File: config.mk
export PLATFORM = sky130hd
export DESIGN_NAME = pwm_bank
export DESIGN_NICKNAME = d
export VERILOG_FILES = /design/src/rtl/pwm_bank.sv
export SDC_FILE = /design/constraint.sdc
export NUM_CORES = 1
export LEC_CHECK = 0
export CORE_UTILIZATION = 35
export DETAILED_ROUTE_END_ITERATION = 10
export PLACE_DENSITY = 0.51
export SYNTH_ARGS = -nofsm -noshare
export SYNTH_HDL_FRONTEND = slang
export SYNTH_SLANG_ARGS = --single-unit
File: constraint.sdc
create_clock -name clk -period 4.6 [get_ports clk]
set_input_delay 0.46 -clock clk [delete_from_list [all_inputs] [get_ports clk]]
set_output_delay 0.46 -clock clk [all_outputs]
set_load 0.1 [all_outputs]
File: src/rtl/pwm_bank.sv
// rtl/pwm_bank.sv - multi-channel PWM with shared period counter, double-buffered duty and breathe mode
module pwm_bank #(
    parameter int CHANNELS = 4,
    parameter int WIDTH    = 8,
    parameter int PRESCALE = 1,
    localparam int CH_W    = (CHANNELS > 1) ? $clog2(CHANNELS) : 1
) (
    input  logic                clk,
    input  logic                rst,
    input  logic                wr_en,
    input  logic [CH_W-1:0]     wr_ch,
    input  logic [WIDTH-1:0]    wr_duty,
    input  logic                wr_mode,
    output logic [CHANNELS-1:0] pwm_out,
    output logic                period_start
);

    localparam int PRE_W = (PRESCALE > 1) ? $clog2(PRESCALE) : 1;
    localparam logic [WIDTH-1:0] CNT_LAST = WIDTH'((1 << WIDTH) - 2);

    logic [PRE_W-1:0]    pre;
    logic [WIDTH-1:0]    cnt;
    logic                tick;
    logic                boundary;
    logic                wr_ok;

    logic [WIDTH-1:0]    sh_duty  [CHANNELS];
    logic [CHANNELS-1:0] sh_mode;
    logic [WIDTH-1:0]    act_duty [CHANNELS];
    logic [CHANNELS-1:0] dir;
    logic [WIDTH-1:0]    act_nxt  [CHANNELS];
    logic [CHANNELS-1:0] dir_nxt;

    assign tick     = (pre == PRE_W'(PRESCALE - 1));
    assign boundary = tick && (cnt == CNT_LAST);

    // Out-of-range channel numbers only exist when CHANNELS is not a power of two.
    generate
        if (CHANNELS == (1 << CH_W)) begin : g_full
            assign wr_ok = wr_en;
        end else begin : g_part
            assign wr_ok = wr_en && (wr_ch < CH_W'(CHANNELS));
        end
    endgenerate

    always_ff @(posedge clk or posedge rst) begin
        if (rst) begin
            pre          <= '0;
            cnt          <= '0;
            period_start <= 1'b0;
        end else begin
            pre          <= tick ? '0 : pre + 1'b1;
            period_start <= boundary;
            if (tick) begin
                cnt <= boundary ? '0 : cnt + 1'b1;
            end
        end
    end

    // Breathe ramps stay inside 0..ceiling; a lowered ceiling clamps and heads down.
    always_comb begin
        for (int i = 0; i < CHANNELS; i++) begin
            act_nxt[i] = act_duty[i];
            dir_nxt[i] = dir[i];
            if (!sh_mode[i]) begin
                act_nxt[i] = sh_duty[i];
                dir_nxt[i] = 1'b0;
            end else if (sh_duty[i] == '0) begin
                act_nxt[i] = '0;
                dir_nxt[i] = 1'b0;
            end else if (act_duty[i] > sh_duty[i]) begin
                act_nxt[i] = sh_duty[i];
                dir_nxt[i] = 1'b1;
            end else if (!dir[i]) begin
                if (act_duty[i] == sh_duty[i]) begin
                    dir_nxt[i] = 1'b1;
                end else begin
                    act_nxt[i] = act_duty[i] + 1'b1;
                    dir_nxt[i] = ((act_duty[i] + 1'b1) == sh_duty[i]);
                end
            end else begin
                if (act_duty[i] == '0) begin
                    act_nxt[i] = WIDTH'(1);
                    dir_nxt[i] = 1'b0;
                end else begin
                    act_nxt[i] = act_duty[i] - 1'b1;
                    dir_nxt[i] = (act_duty[i] != WIDTH'(1));
                end
            end
        end
    end

    always_ff @(posedge clk or posedge rst) begin
        if (rst) begin
            sh_mode <= '0;
            dir     <= '0;
            pwm_out <= '0;
            for (int i = 0; i < CHANNELS; i++) begin
                sh_duty[i]  <= '0;
                act_duty[i] <= '0;
            end
        end else begin
            for (int i = 0; i < CHANNELS; i++) begin
                pwm_out[i] <= (cnt < act_duty[i]);
                if (boundary) begin
                    act_duty[i] <= act_nxt[i];
                    dir[i]      <= dir_nxt[i];
                end
                if (wr_ok && (wr_ch == CH_W'(i))) begin
                    sh_duty[i] <= wr_duty;
                    sh_mode[i] <= wr_mode;
                end
            end
        end
    end

endmodule

==> impl_table.tex, run 1 <==
\begin{tabular}{lr}
\hline
Metric & Value \\
\hline
\multicolumn{2}{l}{\textbf{Synth}} \\
Most used flip-flop cell after synthesis & dfrtp\_1 \\
Number of storage elements in the synthesis netlist & 85 \\
Synth top area cells & dfrtp\_1, ha\_1, mux2\_2, nor2\_1, xnor2\_1 \\
Share of async-settable or async-resettable flops after synthesis & 100\% \\
Syn Area/Cell & 8.49 um\^{}2 \\
Most frequent cells after synthesis & dfrtp\_1, nor2\_1, ha\_1 \\
Area fraction of the dominant cell type after synthesis & 29.0\% \\
Sequential-to-total area share from yosys stat & 29.0\% \\
Cell accounting for the most synthesized area & dfrtp\_1 \\
Post-Syn Area & 7330 um\^{}2 \\
Number of instances in the synthesized netlist & 864 \\
Post-synth EDFFs & 0 \\
Cell with the most instances after synthesis & dfrtp\_1 \\
Distinct cell type count of the synthesized netlist & 75 \\
Warnings, synthesis & 0 \\
Post-synth net total & 956 \\
\multicolumn{2}{l}{\textbf{STA}} \\
Final max-slew violation count & 0 \\
Relative max-transition margin & 30.7\% \\
Setup total negative slack & 0 ns \\
Max Freq & 333 MHz \\
RSZ-0062 raised after global routing & false \\
Number of setup violations in the final report & 0 \\
Endpoints failing hold & 0 \\
Final setup skew & 0.0145 ns \\
Final worst slack & 1.59 ns \\
Final period demand of the worst path & 3.01 ns \\
Ratio of final minimum period to clock period & 65.3\% \\
Actual slew at the worst max-slew pin & 1.04 ns \\
\multicolumn{2}{l}{\textbf{Detailed routing}} \\
Violation count after the first detailed-routing iteration & 837 \\
Via Count & 6569 \\
Count of nets left with antenna violations after detail routing & 0 \\
Wire length per cell & 18.7 um \\
Drc violations & 0 \\
Total iterations of the first detailed-routing run & 5 \\
Via density & 5.81 \\
Overall routed net length & 21200 um \\
\multicolumn{2}{l}{\textbf{Cells and area}} \\
Number of standard cells in the final layout excluding fillers & 1131 \\
Seq. cell area & 2130 um\^{}2 \\
Multi-input combinational cell area & 4790 um\^{}2 \\
Layout area overhead & 9.35\% \\
Filler cells & 2085 \\
\# nets final & 948 \\
Fraction of final layout cells with drive strength greater than 1 & 7.90\% \\
Count of inserted antenna diode cells & 0 \\
\multicolumn{2}{l}{\textbf{Job}} \\
Number of violations of the max-capacitance limit & 0 \\
\multicolumn{2}{l}{\textbf{Run status}} \\
Status & finished, final reports clean \\
\multicolumn{2}{l}{\textbf{Power and ir drop}} \\
Pwr Density & 255 nW/um\^{}2 \\
Total leakage power & 3.40 nW \\
VDD IR max & 0.155 mV \\
\multicolumn{2}{l}{\textbf{Placement}} \\
Setup Slack @ Placement & 1.75 ns \\
Global placer's final weighted congestion & 0.870 \\
Number of placed instances with taps included & 1115 \\
Number of buffers inserted by port buffering & 18 \\
Detailed-placement wirelength estimate & 15300 um \\
\multicolumn{2}{l}{\textbf{Floorplan}} \\
DIE HEIGHT & 147 um \\
Die Outline Area & 21500 um\^{}2 \\
Ports & 19 \\
Starting density of the core & 36.0\% \\
Placement row count & 52 \\
CORE AREA & 20400 um\^{}2 \\
DIE WIDTH & 147 um \\
\multicolumn{2}{l}{\textbf{Setup path}} \\
Slowest cell on the critical path & or2\_1 \\
Kind of end point of the critical path & flip-flop \\
Type of the setup path with the least slack & flip-flop to flip-flop \\
Cells along the critical path & inv\_1 -> ha\_1 -> nand4\_1 -> or2\_1 -> inv\_2 -> nand3\_2 -> a2111oi\_4 -> a21boi\_0 -> a221o\_1 \\
Data arrival, critical path & 3.29 ns \\
Delay of the slowest cell on the worst path & 0.55 ns \\
Depth of the worst register-to-register path & 9 \\
Worst Setup Start Kind & flip-flop \\
CP required & 4.88 ns \\
Maximum net fanout on the critical path & 15 \\
\multicolumn{2}{l}{\textbf{Clocking}} \\
CTS tree & done \\
\# hold bufs at CTS & 0 \\
Number of gates given a new drive strength after cts & 0 \\
Number of buffers on the longest clock path & 2 \\
Reg clk slew, reported paths & 0.06 ns \\
CTS HTree Levels & 3 \\
Total clock sinks & 85 \\
Cts bufs inserted & 9 \\
Master cell of the clock root buffer & clkbuf\_16 \\
Post-CTS setup buffer count & 0 \\
Source-to-sink clock delay at the later pin of the worst-skew pair & 0.36 ns \\
\multicolumn{2}{l}{\textbf{Global routing}} \\
Antenna violations before repair & 0 \\
Combined global-route utilization of all metal layers & 20.3\% \\
Number of global-route vias before repair & 5979 \\
Gr ovfl total & 0 \\
First-pass GRT wire length & 34300 um \\
Largest net degree at the start of global routing & 63 \\
\multicolumn{2}{l}{\textbf{Min path}} \\
Min-delay worst type & flip-flop to flip-flop \\
Number of instances on the worst hold path & 1 \\
\hline
\end{tabular}
## worst paths after layout
kind	from	end	slack, ns
max in group asynchronous	rst	cnt[5]$_DFF_PP0_	3.11
worst max-delay path	cnt[0]$_DFF_PP0_	act_duty[8]$_DFFE_PP0P_	1.59
worst min-delay path	cnt[0]$_DFF_PP0_	cnt[0]$_DFF_PP0_	0.52
worst max register to register	cnt[0]$_DFF_PP0_	act_duty[8]$_DFFE_PP0P_	1.59
worst min register to register	cnt[0]$_DFF_PP0_	cnt[0]$_DFF_PP0_	0.52
min in group asynchronous	rst	sh_duty[18]$_DFFE_PP0P_	0.62
## routing by layer
layer  global-route usage [%]  vias up  routed length, um
li1                         -     3165                  -
met3                     3.42       23               1080
met4                     4.90        0                266
met2                     31.0      225               9560
met1                     29.7     3156              10300
met5                        0        -                  0
## power breakdown
group,switching [W],internal (W)
logic,0.000197,0.000162
clock network,0.000331,0.000454
registers,0.0000970,0.000806
total,0.000625,0.00142
## layout by cell type (no fill, tap or decap), types with 9 or more instances in the layout
cell type | netlist | layout
dfrtp_1 | 85 | 85
nor2_1 | 80 | 80
ha_1 | 78 | 78
inv_1 | 67 | 66
nand2_1 | 63 | 63
o21ai_0 | 53 | 53
nand3_1 | 35 | 35
a21oi_1 | 34 | 34
xnor2_1 | 32 | 32
mux2_2 | 30 | 30
nor3_1 | 21 | 21
xor2_1 | 18 | 18
clkdlybuf4s50_1 | 0 | 18
a31oi_1 | 16 | 16
nor4_1 | 16 | 16
nand4_1 | 15 | 15
o22ai_1 | 13 | 13
a22oi_1 | 13 | 13
and3_1 | 13 | 13
o211ai_1 | 9 | 9
clkbuf_16 | 0 | 9
## flip-flops by register name, summed over array words and instances (netlist names)
register and flops:
act_duty 32, cnt 8, sh_mode 4, dir 4, sh_duty 32, pwm_out 4, period_start 1
## per-stage QoR
stage / hold slack (ns) / util (%) / power, W / instance area [um^2]
final: 0.517 / 39.4 / 0.00205 / 8020
after floorplan: 0.469 / - / 0.00115 / 7330
after CTS: 0.504 / 39.4 / 0.00207 / 8020
after global placement: 0.483 / 37.9 / 0.00127 / 7710
after detailed placement: 0.494 / 37.9 / 0.00127 / 7710
after global routing: 0.537 / 39.4 / 0.00215 / 8020
## area by class of cell
type                       count  share of cell area, %
inverter                      68                   3.21
sequential                    85                   26.5
multi-input combinational    672                   59.7
clock inverter                 4                  0.686
clock buffer                  12                   3.20
tap                          270                   4.21
timing repair buffer          20                   2.43
## logic make-up after synthesis
logic type,count (synthesis),synth area share (%)
AND/OR/NAND/NOR,284,19.4
AO/OA/AOI/OAI,223,21.1
multiplexers,37,5.56
adder cells (fa/ha/maj),78,13.3
XOR/XNOR,50,5.97
flip-flops,85,29.0
buffers and inverters,107,5.68
## critical path, delay by kind of cell, from the launching register on
| kind | cells | cell delay [ns] |
|---|---|---|
| and+or+nand+nor | 3 | 0.89 |
| AOI/OAI and AO/OA | 3 | 0.85 |
| buffers and inverters | 2 | 0.57 |
| DFF | 1 | 0.42 |
| adders and majority gates | 1 | 0.19 |
Power figures use the tool's default switching activity.
==> run 2, diff against run 1 <==
==> constraint.sdc (replaced) <==
create_clock -name clk -period 2.8 [get_ports clk]
set_input_delay 0.28 -clock clk [delete_from_list [all_inputs] [get_ports clk]]
set_output_delay 0.28 -clock clk [all_outputs]
set_load 0.1 [all_outputs]
==> run 2 against run 1 <==
Sequential share of layout area shrank 1.2 points. Maximum frequency increased by 21%. Highest routed layer unchanged. First-iteration DRC count is 22% lower. Worst hold slack got worse by 0.17 ns. Cell count increased by 4.4%. Count of clock-buffer cells in the layout down 1. Die area stayed put. Combinational power up 82%. Via count grew 2.4%. Clock power up 67%.
==> impl_table.tex, run 2 (synthesis results as in run 1) <==
\begin{tabular}{lr}
\hline
Metric & Value \\
\hline
\multicolumn{2}{l}{\textbf{Min path}} \\
Min-delay worst type & input pin to asynchronous set/reset pin \\
\multicolumn{2}{l}{\textbf{Clocking}} \\
Post-CTS setup buffer count & 0 \\
\# hold bufs at CTS & 0 \\
CTS HTree Levels & 3 \\
Number of buffers on the longest clock path & 2 \\
Total clock sinks & 85 \\
Number of gates given a new drive strength after cts & 0 \\
Cts bufs inserted & 9 \\
Master cell of the clock root buffer & clkbuf\_16 \\
Source-to-sink clock delay at the later pin of the worst-skew pair & 0.35 ns \\
Reg clk slew, reported paths & 0.07 ns \\
CTS tree & done \\
\multicolumn{2}{l}{\textbf{STA}} \\
Final setup skew & 0.0138 ns \\
Ratio of final minimum period to clock period & 88.6\% \\
Final period demand of the worst path & 2.48 ns \\
Setup total negative slack & 0 ns \\
Number of setup violations in the final report & 0 \\
Relative max-transition margin & 54.2\% \\
Endpoints failing hold & 0 \\
Final worst slack & 0.318 ns \\
RSZ-0062 raised after global routing & false \\
Final max-slew violation count & 0 \\
Max Freq & 403 MHz \\
Actual slew at the worst max-slew pin & 0.681 ns \\
\multicolumn{2}{l}{\textbf{Job}} \\
Number of violations of the max-capacitance limit & 0 \\
\multicolumn{2}{l}{\textbf{Power and ir drop}} \\
Total leakage power & 3.68 nW \\
Pwr Density & 407 nW/um\^{}2 \\
Pwr Total & 0.00342 W \\
VDD IR max & 0.282 mV \\
\multicolumn{2}{l}{\textbf{Cells and area}} \\
Filler cells & 2048 \\
Most common cell after layout, fill and taps aside & dfrtp\_1 \\
Commonest non-fill, non-tap cells in the layout & dfrtp\_1, nor2\_1, ha\_1, inv\_1, nand2\_1 \\
\# nets final & 998 \\
Largest registers & act\_duty: 32 flops, sh\_duty: 32 flops, cnt: 8 flops \\
Count of inserted antenna diode cells & 0 \\
Fraction of final layout cells with drive strength greater than 1 & 13.4\% \\
Layout area overhead & 14.4\% \\
\multicolumn{2}{l}{\textbf{Placement}} \\
Number of buffers inserted by port buffering & 18 \\
Detailed-placement wirelength estimate & 16400 um \\
Global placer's final weighted congestion & 0.954 \\
Setup Slack @ Placement & 0.348 ns \\
\multicolumn{2}{l}{\textbf{Floorplan}} \\
DIE HEIGHT & 147 um \\
Ports & 19 \\
Placement row count & 52 \\
Die Outline Area & 21500 um\^{}2 \\
Starting density of the core & 36.0\% \\
CORE AREA & 20400 um\^{}2 \\
DIE WIDTH & 147 um \\
\multicolumn{2}{l}{\textbf{Setup path}} \\
Worst Setup Start Kind & flip-flop \\
Type of the setup path with the least slack & flip-flop to flip-flop \\
Maximum net fanout on the critical path & 11 \\
CP required & 3.07 ns \\
Kind of end point of the critical path & flip-flop \\
Data arrival, critical path & 2.75 ns \\
\multicolumn{2}{l}{\textbf{Global routing}} \\
Met3 global-route usage & 3.54\% \\
Antenna violations before repair & 0 \\
GR met1 Demand/Resource & 29.5\% \\
Most heavily used metal layer in global routing & met2 \\
Met2 usage in global routing & 34.2\% \\
Gr ovfl total & 0 \\
First-pass GRT wire length & 35600 um \\
Combined global-route utilization of all metal layers & 21.0\% \\
Number of global-route vias before repair & 6446 \\
Largest net degree at the start of global routing & 46 \\
\multicolumn{2}{l}{\textbf{Detailed routing}} \\
Violation count after the first detailed-routing iteration & 649 \\
Via Count & 6728 \\
Wire length per cell & 18.5 um \\
Count of nets left with antenna violations after detail routing & 0 \\
Overall routed net length & 21800 um \\
Drc violations & 0 \\
Total iterations of the first detailed-routing run & 7 \\
Via density & 5.70 \\
\multicolumn{2}{l}{\textbf{Run status}} \\
Status & finished, final reports clean \\
\hline
\end{tabular}
-- run 2: per-layer routing --
layer | routed length [um] | vias to the layer above
li1 | - | 3257
met1 | 10500 | 3249
met2 | 9990 | 201
met3 | 1130 | 21
met4 | 204 | 0
met5 | 0 | -
-- run 2: final timing paths --
check / startpoint / endpoint / slack [ns] / cells past startpoint
min in group clk: cnt[0]$_DFF_PP0_ / cnt[0]$_DFF_PP0_ / 0.52 / 1
min reg2reg: cnt[0]$_DFF_PP0_ / cnt[0]$_DFF_PP0_ / 0.52 / 1
max in group asynchronous: rst / act_duty[0]$_DFFE_PP0P_ / 1.79 / 3
min: rst / sh_duty[17]$_DFFE_PP0P_ / 0.35 / 2
max reg2reg: act_duty[24]$_DFFE_PP0P_ / act_duty[27]$_DFFE_PP0P_ / 0.32 / 8
max: act_duty[24]$_DFFE_PP0P_ / act_duty[27]$_DFFE_PP0P_ / 0.32 / 8
-- run 2: power by group --
part	internal [W]	switching, W
clock network	0.000779	0.000532
registers	0.00132	0.000131
logic	0.000290	0.000362
total	0.00239	0.00102
-- run 2: per-stage QoR --
stage | cell area (um^2) | instances | hold slack [ns] | util, %
5_1_grt | 8390 | 1181 | 0.402 | 41.2
4_1_cts | 8390 | 1181 | 0.372 | 41.2
3_3_place_gp | 8080 | 1165 | 0.487 | 39.7
2_1_floorplan | 7330 | 864 | 0.397 | -
6_report | 8390 | 1181 | 0.347 | 41.2
3_5_place_dp | 8080 | 1165 | 0.502 | 39.7
-- run 2: area by class of cell --
class                           count  area (um^2)  area share, %
Tap cell                          270          338           4.03
Sequential cell                    85         2130           25.3
Clock inverter                      5         75.1          0.895
Timing Repair Buffer               70          571           6.80
Inverter                           68          258           3.07
Clock buffer                       11          233           2.77
Multi-Input combinational cell    672         4790           57.1
-- run 2: critical path, cell delays in order, from the launching register on --
cell and delay [ns]:
dfrtp_1 0.53, inv_1 0.18, ha_1 0.33, nand4_1 0.11, or2_2 0.31, o21ai_0 0.15
and3b_1 0.41, o311ai_0 0.20, a31oi_1 0.18
